## config.mk

```make
export PLATFORM = sky130hd
export DESIGN_NAME = pulse_stretch
export DESIGN_NICKNAME = d
export VERILOG_FILES = /design/src/rtl/pulse_stretch_pkg.sv /design/src/rtl/pulse_stretch_timer.sv /design/src/rtl/pulse_stretch.sv
export SDC_FILE = /design/constraint.sdc
export NUM_CORES = 1
export LEC_CHECK = 0
export CAP_MARGIN = 15
export CORE_MARGIN = 1.5
export CORE_UTILIZATION = 44
export CTS_CLUSTER_DIAMETER = 40
export DETAILED_ROUTE_END_ITERATION = 10
export DONT_BUFFER_PORTS = 1
export PLACE_DENSITY = 0.62
export SLEW_MARGIN = 20
export SYNTH_ARGS = -nofsm -noshare
export SYNTH_HDL_FRONTEND = slang
export SYNTH_SLANG_ARGS = --single-unit
```

## constraint.sdc

```tcl
create_clock -name clk -period 2.7 [get_ports clk]
set_input_delay 0.54 -clock clk [delete_from_list [all_inputs] [get_ports clk]]
set_output_delay 0.54 -clock clk [all_outputs]
set_load 0.01 [all_outputs]
```

## src/rtl/pulse_stretch_pkg.sv

```systemverilog
// pulse_stretch_pkg: FSM state type and parameter legality check for pulse_stretch
package pulse_stretch_pkg;
  typedef enum logic [1:0] {
    IDLE = 2'd0,
    HIGH = 2'd1,
    GAP  = 2'd2
  } state_t;
  function automatic bit cycles_legal(int high_cycles, int gap_cycles, int cnt_w);
    return high_cycles >= 1 && high_cycles < (1 << cnt_w) &&
           gap_cycles >= 0 && gap_cycles < (1 << cnt_w);
  endfunction
endpackage

```

## src/rtl/pulse_stretch_timer.sv

```systemverilog
// pulse_timer: CNT_W-bit loadable down-counter with enable and zero flag
module pulse_timer #(
  parameter int CNT_W = 8
) (
  input  logic             clk,
  input  logic             rst_n,
  input  logic             load,
  input  logic             en,
  input  logic [CNT_W-1:0] load_val,
  output logic             zero
);
  logic [CNT_W-1:0] cnt;
  assign zero = cnt == '0;
  // load wins over counting; the counter parks at zero
  always_ff @(posedge clk or negedge rst_n)
    if (!rst_n) cnt <= '0;
    else cnt <= load ? load_val : (en && !zero) ? cnt - CNT_W'(1) : cnt;
endmodule

```

## src/rtl/pulse_stretch.sv

```systemverilog
// pulse_stretch: stretches request pulses into fixed-width levels with a minimum low gap; PULSE_STRETCH_QUEUE_EN queues requests arriving while busy
module pulse_stretch
  import pulse_stretch_pkg::*;
#(
  parameter int HIGH_CYCLES = 4,
  parameter int GAP_CYCLES  = 2,
  parameter int CNT_W       = 8,
  parameter int PEND_W      = 4
) (
  input  logic              clk,
  input  logic              rst_n,
  input  logic              in_pulse,
  output logic              level_out,
  output logic              busy,
  output logic [PEND_W-1:0] pend_cnt,
  output logic              drop
);
  localparam logic [CNT_W-1:0] HI_LD  = CNT_W'(HIGH_CYCLES - 1);
  localparam logic [CNT_W-1:0] GAP_LD = CNT_W'((GAP_CYCLES == 0) ? 0 : GAP_CYCLES - 1);
  localparam bit               NO_GAP = GAP_CYCLES == 0;
  if (!cycles_legal(HIGH_CYCLES, GAP_CYCLES, CNT_W)) begin : g_bad_params
    $error("pulse_stretch: HIGH_CYCLES/GAP_CYCLES out of range for CNT_W");
  end
  state_t state, state_nxt;
  logic zero, load, decide, deq, lost;
  logic [CNT_W-1:0] load_val;
  assign level_out = state == HIGH;
  assign busy      = state != IDLE;
  assign decide    = zero && (state == GAP || (state == HIGH && NO_GAP));
  pulse_timer #(.CNT_W(CNT_W)) u_timer (
    .clk      (clk),
    .rst_n    (rst_n),
    .load     (load),
    .en       (busy),
    .load_val (load_val),
    .zero     (zero)
  );
  // state register
  always_ff @(posedge clk or negedge rst_n)
    if (!rst_n) state <= IDLE;
    else state <= state_nxt;
  // next state and timer reload; decide marks the end of a HIGH+GAP window
  always_comb begin
    state_nxt = state;
    load      = 1'b0;
    load_val  = HI_LD;
    if (state == IDLE && in_pulse) begin
      state_nxt = HIGH;
      load      = 1'b1;
    end else if (decide) begin
      state_nxt = deq ? HIGH : IDLE;
      load      = deq;
    end else if (state == HIGH && zero) begin
      state_nxt = GAP;
      load      = 1'b1;
      load_val  = GAP_LD;
    end
  end
`ifdef PULSE_STRETCH_QUEUE_EN
  localparam logic [PEND_W-1:0] PEND_MAX = '1;
  logic inc, acc;
  // a request landing on the window end is served directly, so IDLE never holds a pending count
  assign inc  = busy && in_pulse;
  assign deq  = decide && (pend_cnt != '0 || in_pulse);
  assign lost = inc && pend_cnt == PEND_MAX && !deq;
  assign acc  = inc && !lost;
  // pending counter: accept and dequeue in the same cycle cancel out
  always_ff @(posedge clk or negedge rst_n)
    if (!rst_n) pend_cnt <= '0;
    else pend_cnt <= (acc && !deq) ? pend_cnt + PEND_W'(1) :
                     (!acc && deq) ? pend_cnt - PEND_W'(1) : pend_cnt;
`else
  assign deq      = 1'b0;
  assign lost     = busy && in_pulse;
  assign pend_cnt = '0;
`endif
  // one-cycle drop strobe after each lost request
  always_ff @(posedge clk or negedge rst_n)
    if (!rst_n) drop <= 1'b0;
    else drop <= lost;
endmodule

```

==> summary.txt, run 1 <==
core area - 0.001366 mm²
largest fanout on the critical path - 10
Vias/cell - 5.105
IO Pins - 10
Startpoint Class - flip-flop
Mapped Cells - 68
DR WL/cell - 14.08 µm
fin nets - 77
Synth Flop Type - dfrtp_1
RSZ-0062 raised after global routing - false
initial antenna violation count - 0
Hold Path Cell Cnt - 1
Residual DRC - 0
fraction of registers with async set/reset - 1.000
Worst Path Required - 2.91 ns
pwr dens - 1213 mW/mm²
DIE AREA - 0.001786 mm²
Relative slew margins - 0.6548
worst reg-to-reg path cell count - 6
top cells by area, synth - dfrtp_1 (41%), xnor2_1 (7.7%), nor2_1 (6.1%), buf_4 (4.4%), ha_1 (3.7%)
synth cell count leaders - dfrtp_1 (11), nor2_1 (11), xnor2_1 (6)
overall power - 0.0008497 W
Leak - 0.3049 nW
post-synthesis adder-cell area fraction - 0.03690
arrival time worst endpoint - 2.06 ns
clk_skew - 0.001383 ns
TritonCTS Buffers - 3
fill count - 132
Synth area leader - dfrtp_1
status - finished clean
r2r startpoint - u_timer.cnt[1]$_DFFE_PN0P_
share of cells above drive strength 1 - 0.1549
reg2reg end - u_timer.cnt[0]$_DFFE_PN0P_
Final Hold Viols - 0
# diodes - 0
Yosys cell types - 28
Chip Width - 42.26 µm
final setup vio count - 0
maxcap violations - 0
synthesized area - 678.2 µm²
Yosys warnings - 0
syn avg cell area - 9.973 µm²
P&R area growth vs syn - 3.321%
largest family of logic cells by synthesized area - simple AND/OR/NAND/NOR gates
Rows - 13
final wirelength - 1211 µm
Post-synth EDFFs - 0
port buffer count - 0
first-pass GRT wire length - 2118 µm
Max VDD drop - 0.0005699 V
setup bufs post-CTS - 0
post-synthesis compound-gate area fraction - 0.09963
minimum clock period - 1.853 ns
grt total ovfl - 0
largest net degree at the start of global routing - 12
Clock Path Buffers - 2
sequential area share after synthesis - 0.4059
final core utilization - 0.5128
Worst Tran Pin Value - 0.5161 ns
Hold Crit Class - input pin to flip-flop
Detail Route Antenna Nets - 0
Iteration-0 DRC Markers - 9
XOR/XNOR share of the synthesized area - 0.07749
GPL Wtd Cong - 0.7424
setup_tns - 0 ns
Slew Limit Fails - 0
R2R setup slack - 0.85 ns
Yosys top cell area share - 0.4059
vias in the first global route - 468
crit path kind - flip-flop to flip-flop
All-Layer GR Usage - 0.1665
mux share of post-synthesis cell area - 0.01476
Simple-Gate Fraction of Synth Area - 0.2675
Clock transition at path regs - 0.06 ns
Root Driver - clkbuf_4
Sink Count - 11
routed via count - 439
max frequency - 0.5396 GHz
DP Wirelength - 886.7 µm
placed cells - 81
beginning of the worst hold path - in_pulse
Critical Path Sink Type - flip-flop
Final period util - 0.6864
die height - 42.26 µm
drt pass-1 iters - 3
CTS H-tree lvls - 1
later-pin clock latency in the skew report - 0.27 ns
final std cells w/o fill - 86
Hold Path End - drop$_DFF_PN0_
CTS tree - built
initial core utilization - 0.4963
#FFs+latches synth - 11
## where the power goes
group          internal [W]  switching [W]  leakage, nW  total [W]
Combinational      0.000188       0.000216        0.155   0.000404
Clock             0.0000573      0.0000528       0.0150   0.000110
Sequential         0.000236       0.000100        0.135   0.000336
## flip-flops by register name, indices dropped and copies added, names as in the netlist
| register | flops |
|---|---|
| u_timer.cnt | 8 |
| drop | 1 |
| state | 2 |
## per-layer routing
layer  global-route usage  share of wire  vias up  wire (µm)
met5                    0              0        -          0
met4              0.08125          0.012        0         15
met3              0.07759          0.031        2         38
met2               0.2492           0.46        6        562
met1               0.1995           0.49      204        595
li1                     -              -      227          -
## worst max-delay path by stage
stage                                     from                          to  slack (ns)  cells after the start
finish              u_timer.cnt[1]$_DFFE_PN0P_  u_timer.cnt[0]$_DFFE_PN0P_        0.85                      6
global route        u_timer.cnt[1]$_DFFE_PN0P_  u_timer.cnt[0]$_DFFE_PN0P_        0.66                      6
CTS                 u_timer.cnt[1]$_DFFE_PN0P_  u_timer.cnt[6]$_DFFE_PN0P_        0.83                      6
detailed placement  u_timer.cnt[1]$_DFFE_PN0P_  u_timer.cnt[6]$_DFFE_PN0P_        0.85                      6
global placement    u_timer.cnt[1]$_DFFE_PN0P_  u_timer.cnt[6]$_DFFE_PN0P_        0.90                      6
floorplan           u_timer.cnt[0]$_DFFE_PN0P_  u_timer.cnt[2]$_DFFE_PN0P_        1.10                      6
## cell type report
cell class / instances / area (µm²) / area share
Sequential cell: 11 / 275.3 / 0.3929
Multi-Input combinational cell: 50 / 351.6 / 0.5018
Tap cell: 15 / 18.77 / 0.02679
Timing Repair Buffer: 1 / 10.01 / 0.01429
Inverter: 5 / 18.77 / 0.02679
Clock buffer: 4 / 26.28 / 0.03750
## cell families after synthesis
family	Yosys count
AO/OA/AOI/OAI	10
XOR/XNOR	6
adder cells (fa/ha/maj)	2
buffers and inverters	10
flip-flops	11
multiplexers	1
other	1
AND/OR/NAND/NOR	27
## placed cells by master, fill, tap and decap left out, types with 2 or more instances in the layout
cell	instances
conb_1	4
a211oi_1	2
a21oi_1	3
nand2_1	4
nand3_1	2
inv_1	5
clkbuf_4	3
ha_1	2
nor2_1	11
xnor2_1	6
dfrtp_1	11
## stage by stage
stage          area [µm²]  hold slack [ns]  setup WS, ns
4_1_cts             700.7           0.3985        0.8288
3_3_place_gp        664.4           0.2446        0.9034
5_1_grt             700.7           0.3984        0.6591
6_report            700.7           0.4084        0.8468
3_5_place_dp        664.4           0.2446        0.8451
2_1_floorplan       689.4           0.2444         1.104
## critical path, stage by stage (launching register included)
cell	delay, ns
dfrtp_1	0.40
inv_1	0.11
ha_1	0.16
nor3b_4	0.43
nand3_1	0.18
a21oi_2	0.35
nand2b_1	0.16
## repair_timing
action                                 in CTS  in global routing
hold buffers                                1                  0
endpoints found under the hold margin      11                  0
gates resized for setup                     0                  0
Power figures use the tool's default switching activity.
==> run 2, diff against run 1 <==
--- a/config.mk
+++ b/config.mk
@@ -11,7 +11,7 @@
 export CTS_CLUSTER_DIAMETER = 40
 export DETAILED_ROUTE_END_ITERATION = 10
 export DONT_BUFFER_PORTS = 1
-export PLACE_DENSITY = 0.62
+export PLACE_DENSITY = 0.64
 export SLEW_MARGIN = 20
 export SYNTH_ARGS = -nofsm -noshare
 export SYNTH_HDL_FRONTEND = slang
==> constraint.sdc (replaced) <==
create_clock -name clk -period 1.7 [get_ports clk]
set_input_delay 0.34 -clock clk [delete_from_list [all_inputs] [get_ports clk]]
set_output_delay 0.34 -clock clk [all_outputs]
set_load 0.01 [all_outputs]
==> run 2 against run 1 <==
Compared with the run above:
- die area is the same
- final cell count up 3.5%
- non-clock buffer count up 3
- setup slack lost 0.75 ns
- sequential power is 60% higher
- first-iteration DRC count shrank 44%
- register-to-register slack got worse by 0.75 ns
- core utilization grew 2.9 points
- sequential share of layout area fell by 2.1 points
- hold slack lost 0.18 ns
- total power is 66% higher
- critical endpoint is now u_timer.cnt[3]$_DFFE_PN0P_
==> summary.txt, run 2 (synthesized netlist as in run 1, its figures left out) <==
status - finished clean
first-pass GRT wire length - 1876 µm
IO Pins - 10
sequential share of power - 0.380
die height - 42.26 µm
Hold Crit Class - input pin to flip-flop
Critical-path top delay cell - dfrtp_1
area of the multi-input gates - 369.1 µm²
Iteration-0 DRC Markers - 5
Worst Hold Margin - 0.2241 ns
arrival time worst endpoint - 1.76 ns
Critical Path Sink Type - flip-flop
initial antenna violation count - 0
register area - 275.3 µm²
minimum clock period - 1.607 ns
placed cells - 84
Switch Pwr - 0.0005980 W
CP cell instances - inv_1 -> ha_1 -> nor3b_4 -> buf_4 -> a211oi_1 -> xnor2_1 -> nor2_1
overall power - 0.001410 W
Comb pwr share - 0.499
M1 wire length - 569 µm
later-pin clock latency in the skew report - 0.26 ns
Relative slew margins - 0.6591
Leak - 0.3224 nW
most frequent cells in the layout - nor2_1 (11), dfrtp_1 (11), xnor2_1 (6), inv_1 (5)
Detail Route Antenna Nets - 0
internal power - 0.0008118 W
initial core utilization - 0.4963
DIE AREA - 0.001786 mm²
drt pass-1 iters - 2
pwr dens - 1903 mW/mm²
CTS H-tree lvls - 1
port buffer count - 0
Final period util - 0.9453
Worst Path Required - 1.85 ns
DR WL/cell - 12.53 µm
final std cells w/o fill - 89
Most flops, register - u_timer.cnt
Sink Count - 11
Residual DRC - 0
fin nets - 80
Sw Ratio - 0.4242
Rows - 13
Chip Width - 42.26 µm
clk_skew - 0.001604 ns
final core utilization - 0.5421
clock network power share - 0.121
crit path kind - flip-flop to flip-flop
routed via count - 428
top layer in use - met3
share of cells above drive strength 1 - 0.2162
setup bufs post-CTS - 0
met2 WL - 491 µm
Final Hold Viols - 0
TritonCTS Buffers - 3
final setup vio count - 0
DP Wirelength - 853.4 µm
GPL Wtd Cong - 0.7617
final wirelength - 1115 µm
max reg flops - 8
Max VDD drop - 0.0008741 V
grt total ovfl - 0
fill count - 133
maxcap violations - 0
RSZ-0062 raised after global routing - true
DR WL met3 - 54 µm
vias in the first global route - 420
max frequency - 0.6223 GHz
Root Driver - clkbuf_4
Worst Tran Pin Value - 0.5096 ns
core area - 0.001366 mm²
CTS tree - built
Vias/cell - 4.809
largest fanout on the critical path - 6
P&R area growth vs syn - 9.225%
Clock transition at path regs - 0.06 ns
All-Layer GR Usage - 0.1487
Startpoint Class - flip-flop
Clock Path Buffers - 2
biggest regs - u_timer.cnt: 8 flops, state: 2 flops, drop: 1 flops
largest net degree at the start of global routing - 12
Slew Limit Fails - 0
crit-path max cell delay - 0.39 ns
# diodes - 0
[run 2: cell types whose count changed in the layout (fill, tap and decap cells not counted), sizes merged]
cell	before	now
buf	0	3
[run 2: routing by layer]
layer,global-route usage,vias up
met5,0,-
met4,0.05625,0
met3,0.08190,0
met2,0.2062,6
met1,0.1915,191
li1,-,231
[run 2: worst paths after layout]
check	endpoint	from	slack [ns]	cells after the start
max	u_timer.cnt[3]$_DFFE_PN0P_	u_timer.cnt[0]$_DFFE_PN0P_	0.09	7
min	drop$_DFF_PN0_	in_pulse	0.22	1
max reg2reg	u_timer.cnt[3]$_DFFE_PN0P_	u_timer.cnt[0]$_DFFE_PN0P_	0.09	7
min reg2reg	u_timer.cnt[0]$_DFFE_PN0P_	u_timer.cnt[0]$_DFFE_PN0P_	0.59	2
max in group asynchronous	u_timer.cnt[4]$_DFFE_PN0P_	rst_n	0.88	1
min in group asynchronous	state[0]$_DFFE_PN0P_	rst_n	0.48	1
[run 2: repair_timing]
item | CTS | global route
hold endpoints to repair | 11 | 0
setup endpoints to repair | 0 | 7
hold buffers | 1 | 0
gates resized for setup | 0 | 3
[run 2: stage by stage]
| stage | area, µm² | setup TNS [ns] | worst slack [ns] |
|---|---|---|---|
| after floorplan | 689.4 | 0 | 0.1035 |
| after global placement | 686.9 | 0 | 0.1091 |
| after detailed placement | 686.9 | 0 | 0.04817 |
| after CTS | 723.2 | 0 | 0.02535 |
| after global routing | 740.7 | -0.009856 | -0.009856 |
| final | 740.7 | 0 | 0.09296 |
[run 2: cell type report]
class,instances,share of cell area
repair buffers,4,0.04392
flip-flops and latches,11,0.3716
clock buffers,4,0.03547
inverters,5,0.02534
well taps,15,0.02534
multi-input cells,50,0.4983
[run 2: worst max-delay path: cells and delay by family, from the launching register on]
| family | cells | cell delay, ns |
|---|---|---|
| AND/OR/NAND/NOR | 2 | 0.22 |
| buffers and inverters | 2 | 0.24 |
| AO/OA/AOI/OAI | 1 | 0.29 |
| adder cells (fa/ha/maj) | 1 | 0.20 |
| flip-flops | 1 | 0.39 |
| XOR/XNOR | 1 | 0.16 |
[run 2: power by group through the flow]
| stage | registers, W | logic (W) | clock network (W) |
|---|---|---|---|
| final | 0.000536 | 0.000703 | 0.000171 |
| after global routing | 0.000554 | 0.000790 | 0.000192 |
| after CTS | 0.000531 | 0.000683 | 0.000182 |
| after detailed placement | 0.000536 | 0.000671 | 0 |
| after global placement | 0.000538 | 0.000665 | 0 |
| after floorplan | 0.000483 | 0.000591 | 0 |
